[src/rtl/pc_pkg.sv]
// Shared types and constants for the PC generator: transfer kinds,
// fetch FSM states and RISC-V branch funct3 codes.
package pc_pkg;

  typedef enum logic [1:0] {
    KIND_NONE   = 2'b00,
    KIND_BRANCH = 2'b01,
    KIND_JAL    = 2'b10,
    KIND_JALR   = 2'b11
  } ex_kind_e;

  typedef enum logic [1:0] {
    ST_BOOT  = 2'b00,
    ST_FETCH = 2'b01,
    ST_HALT  = 2'b10
  } pc_state_e;

  localparam logic [2:0] F3_BEQ  = 3'b000;
  localparam logic [2:0] F3_BNE  = 3'b001;
  localparam logic [2:0] F3_BLT  = 3'b100;
  localparam logic [2:0] F3_BGE  = 3'b101;
  localparam logic [2:0] F3_BLTU = 3'b110;
  localparam logic [2:0] F3_BGEU = 3'b111;

endpackage

[src/rtl/branch_cmp.sv]
// Branch condition evaluator; reserved funct3 codes (010, 011) never take.
module branch_cmp
  import pc_pkg::*;
#(
  parameter int XLEN = 32
) (
  input  logic [XLEN-1:0] rs1,
  input  logic [XLEN-1:0] rs2,
  input  logic [2:0]      funct3,
  output logic            taken
);

  logic eq;
  logic lt_s;
  logic lt_u;

  assign eq   = (rs1 == rs2);
  assign lt_s = ($signed(rs1) < $signed(rs2));
  assign lt_u = (rs1 < rs2);

  // Select the comparison named by funct3
  always_comb begin
    taken = 1'b0;
    case (funct3)
      F3_BEQ:  taken = eq;
      F3_BNE:  taken = !eq;
      F3_BLT:  taken = lt_s;
      F3_BGE:  taken = !lt_s;
      F3_BLTU: taken = lt_u;
      F3_BGEU: taken = !lt_u;
      default: taken = 1'b0;
    endcase
  end

endmodule

[src/rtl/pc_gen.sv]
// Program counter generator: sequential fetch, control-transfer redirect,
// misaligned-target halt and trap entry.
//
// state    | meaning
// ST_BOOT  | one idle cycle after reset, no request
// ST_FETCH | issuing fetches at PC, resolving transfers
// ST_HALT  | misaligned target seen, waiting for trap or reset
module pc_gen
  import pc_pkg::*;
#(
  parameter int              XLEN      = 32,
  parameter logic [XLEN-1:0] RESET_VEC = XLEN'(32'h8000_0000),
  parameter int              IALIGN    = 4
) (
  input  logic            clk,
  input  logic            rst,
  output logic            req_valid,
  input  logic            req_ready,
  output logic [XLEN-1:0] req_addr,
  input  logic            stall,
  input  logic            ex_valid,
  input  logic [1:0]      ex_kind,
  input  logic [2:0]      ex_funct3,
  input  logic [XLEN-1:0] ex_pc,
  input  logic [XLEN-1:0] ex_imm,
  input  logic [XLEN-1:0] ex_rs1,
  input  logic [XLEN-1:0] ex_rs2,
  output logic [XLEN-1:0] link_addr,
  output logic            redirect,
  input  logic            trap_valid,
  input  logic [XLEN-1:0] trap_vec,
  output logic            misalign,
  output logic [XLEN-1:0] misalign_addr
);

  // IALIGN=2 only checks bit 0; IALIGN=4 checks bits 1:0
  localparam logic [1:0] ALIGN_MASK = (IALIGN == 2) ? 2'b01 : 2'b11;

  pc_state_e       state;
  logic [XLEN-1:0] pc;
  ex_kind_e        kind;
  logic            br_taken;
  logic            taken;
  logic [XLEN-1:0] jalr_sum;
  logic [XLEN-1:0] target;
  logic            tgt_misaligned;

  branch_cmp #(.XLEN(XLEN)) u_branch_cmp (
    .rs1    (ex_rs1),
    .rs2    (ex_rs2),
    .funct3 (ex_funct3),
    .taken  (br_taken)
  );

  // Resolve the transfer: kind, taken decision, target and its alignment
  always_comb begin
    kind           = ex_kind_e'(ex_kind);
    jalr_sum       = ex_rs1 + ex_imm;
    target         = (kind == KIND_JALR) ? (jalr_sum & ~XLEN'(1)) : (ex_pc + ex_imm);
    tgt_misaligned = |(target[1:0] & ALIGN_MASK);
    taken          = ex_valid && ((kind == KIND_JAL) || (kind == KIND_JALR) ||
                                  ((kind == KIND_BRANCH) && br_taken));
  end

  assign req_valid = (state == ST_FETCH) && !stall;
  assign req_addr  = pc;
  assign link_addr = ex_pc + XLEN'(4);

  // Fetch FSM with PC, redirect and misalign bookkeeping; trap overrides all
  always_ff @(posedge clk or posedge rst) begin
    if (rst) begin
      state         <= ST_BOOT;
      pc            <= RESET_VEC;
      redirect      <= 1'b0;
      misalign      <= 1'b0;
      misalign_addr <= '0;
    end else begin
      redirect <= 1'b0;
      if (trap_valid) begin
        state    <= ST_FETCH;
        pc       <= trap_vec;
        misalign <= 1'b0;
        redirect <= 1'b1;
      end else begin
        case (state)
          ST_BOOT: state <= ST_FETCH;
          ST_FETCH: begin
            if (taken) begin
              if (tgt_misaligned) begin
                misalign      <= 1'b1;
                misalign_addr <= target;
                state         <= ST_HALT;
              end else begin
                pc       <= target;
                redirect <= 1'b1;
              end
            end else if (req_valid && req_ready) begin
              pc <= pc + XLEN'(4);
            end
          end
          ST_HALT: state <= ST_HALT;
          default: state <= ST_BOOT;
        endcase
      end
    end
  end

endmodule

[config.mk]
export PLATFORM = sky130hd
export DESIGN_NAME = pc_gen
export DESIGN_NICKNAME = d
export VERILOG_FILES = /design/src/rtl/pc_pkg.sv /design/src/rtl/branch_cmp.sv /design/src/rtl/pc_gen.sv
export SDC_FILE = /design/constraint.sdc
export NUM_CORES = 1
export LEC_CHECK = 0
export ABC_AREA = 1
export BUFFER_PORTS_ARGS = -buffer_cell sky130_fd_sc_hd__buf_2
export CELL_PAD_IN_SITES_DETAIL_PLACEMENT = 1
export CELL_PAD_IN_SITES_GLOBAL_PLACEMENT = 1
export CORE_ASPECT_RATIO = 0.7
export CORE_MARGIN = 2
export CORE_UTILIZATION = 40
export DETAILED_ROUTE_END_ITERATION = 6
export PLACE_DENSITY = 0.95
export SYNTH_ARGS = -nofsm -noshare
export SYNTH_HDL_FRONTEND = slang
export SYNTH_SLANG_ARGS = --single-unit
[constraint.sdc]
create_clock -name clk -period 6.09 [get_ports clk]
set_input_delay 0.609 -clock clk [delete_from_list [all_inputs] [get_ports clk]]
set_output_delay 0.609 -clock clk [all_outputs]
set_load 0.005 [all_outputs]
==> results.tsv <==
metric	value	unit
setup_tns	0	ns
period_needed	3.93	ns
crit_fanout	31	
cp_slowest_cell	buf_4	
place_hpwl	35500	µm
ir_worst_vdd	0.000186	V
wirelength	42900	µm
nets	2093	
rr_worst_depth	14	
synthFlopType	dfrtp_1	
syn_area	9660	µm²
port_buffers	269	
clkTransAtPathRegs	0.06	ns
status	finished clean	
arrival	4.16	ns
vias_per_cell	5.66	
fin_crit_sh	0.645	
place_area	11200	µm²
synthesis.nets	1848	
cts_post_setup_buffers_inserted	0	
clk_latency	0.35	ns
reg2reg_slack	3.36	ns
maxSlewViolCount	0	
clk_root_buffer_cell	clkbuf_16	
cts_hold_buf	0	
cts_buffer_depth	2	
postLayoutCellArea	11500	µm²
hold_path_depth	2	
worstSetupStartpointType	primary input	
gp_congestion	0.986	
synth_edf_count	0	
drive_gt1_frac	0.181	
synth_top_area_share	0.174	
vias	12200	
whs_endpoint	misalign	
numCtsBuffers	9	
antennaDiodeCount	0	
cp_slowest_stage_delay	0.36	ns
slew_headroom	0.375	
synthesis.instances	1578	
final_hold_viol_count	0	
ys_seq_area_frac	0.176	
hold_start	misalign	
overflow	0	
startpoint	ex_rs1[13]	
syn_to_final_growth	19.2	%
drtIter0Drc	1013	
powerDensity	227	nW/µm²
cap_violations	0	
htreeDepth	3	
crit_required	6.32	ns
die_w	190	µm
max_freq	255	MHz
first_global_vias	12300	
num_io_pins	270	
ant_nets	0	
crit_type	in -> reg	
die_h	134	µm
path_common_cell	nand2_1	
r2r-start	req_addr[2]	
drcViolationCount	0	
clkSinkCount	68	
ys_ff_latch	68	
grt_pass1_wl	67100	µm
core.rowCount	47	
avgSynthCellArea	6.12	µm²
async_reset_ff_frac	1.00	
tightest_slew	0.937	ns
post_cts_resized	0	
leakage	6.27	nW
layout.cells.most_common	nand2_1	
end_kind	flop	
die-area	25400	µm²
yosys.area.top_type	dfrtp_1	
mostFrequentLayoutCells	nand2_1, buf_2, inv_1, nand3_1	
start_util	0.408	
skew	0.00664	ns
track_usage	0.335	
antenna_found_initial	0	
grt_max_degree	69	
ys_top_cells_by_area	dfrtp_1, nand2_1, ha_1	
wire_per_inst	20.0	µm
rsz0062_at_grt	false	
hold_path.class	reg -> reg	
r2r_end	req_addr[30]	
cts_tree	done	
setup_violations	0	
ys_warn_count	0	
core_area	23700	µm²
ys_types	49	
drtPass1Iterations	5	
critical_path.cell_chain	buf_2, ha_1, a21oi_1, o21ai_0, a21oi_1, nand2_1, nand2_1, nand2_1, nand2_1, nand2_1, nand2_1, nand2_1, o21bai_2, nand2_2, nand2_2, nand2_1, nand3_2, buf_4, nand2_1, buf_4, nand2_1, nand2_1	
worst max-delay path by stage:
| stage | endpoint | slack, ns | cells after the start |
|---|---|---|---|
| 2_1_floorplan | link_addr[30] | 3.26 | 13 |
| 3_3_place_gp | req_addr[19] | 2.12 | 20 |
| 3_5_place_dp | req_addr[25] | 1.97 | 21 |
| 4_1_cts | req_addr[19] | 2.23 | 21 |
| 5_1_grt | req_addr[25] | 1.87 | 22 |
| 6_report | req_addr[19] | 2.16 | 22 |
per-stage QoR:
step | total power [mW] | util | setup slack (ns) | cells | hold slack [ns]
final | 2.61 | 0.486 | 2.16 | 2146 | 0.492
after global routing | 2.79 | 0.486 | 1.87 | 2146 | 0.505
after CTS | 2.59 | 0.486 | 2.23 | 2146 | 0.496
after detailed placement | 2.07 | 0.475 | 1.97 | 2130 | 0.483
after global placement | 2.00 | 0.475 | 2.12 | 2130 | 0.470
after floorplan | 1.49 | - | 3.26 | 1578 | 0.472
cells in the mapped netlist (all sizes together), types with 3 or more instances:
cell type    n
nand2      438
inv        209
nand3      175
nor2       128
a21oi      120
ha          97
o21ai       93
dfrtp       67
nand4       52
xor2        43
clkbuf      23
buf         20
nor3        19
o21a        13
xnor2       13
o21bai      12
a21o        11
nor4         9
nand3b       6
o211ai       5
o2111ai      4
or2          4
a31oi        3
o221ai       3
cell families after synthesis:
family	synth area share
buffers and inverters	0.105
AND/OR/NAND/NOR	0.384
AO/OA/AOI/OAI	0.154
XOR/XNOR	0.0508
adder cells (fa/ha/maj)	0.130
flip-flops	0.176
layout make-up:
type,instances,area (µm²)
inverters,211,795
multi-input cells,1256,6950
clock buffers,11,243
flip-flops and latches,68,1700
well taps,318,398
clock inverters,5,27.5
fillers,3371,12200
repair buffers,277,1410
registers in the layout, summed over array words and instances, names as in the netlist:
name           count
state              2
redirect           1
misalign_addr     32
req_addr          32
misalign           1
worst max-delay path: cells and delay by family:
kind,cells,cell delay [ns]
AO/OA/AOI/OAI,4,0.53
buffers and inverters,3,0.83
adder cells (fa/ha/maj),1,0.31
AND/OR/NAND/NOR,14,1.85
power breakdown:
group          leakage, nW  internal (mW)  switching, mW
sequential           0.848          0.618          0.196
combinational         5.29          0.480          0.817
clock                0.135          0.284          0.214
metal layers:
metal	global-route usage	vias up	share of wire
li1	-	5723	-
met1	0.471	5801	0.46
met2	0.524	567	0.43
met3	0.0782	65	0.090
met4	0.0689	0	0.018
met5	0	-	0
No activity file was read; power rests on OpenSTA's default activity.
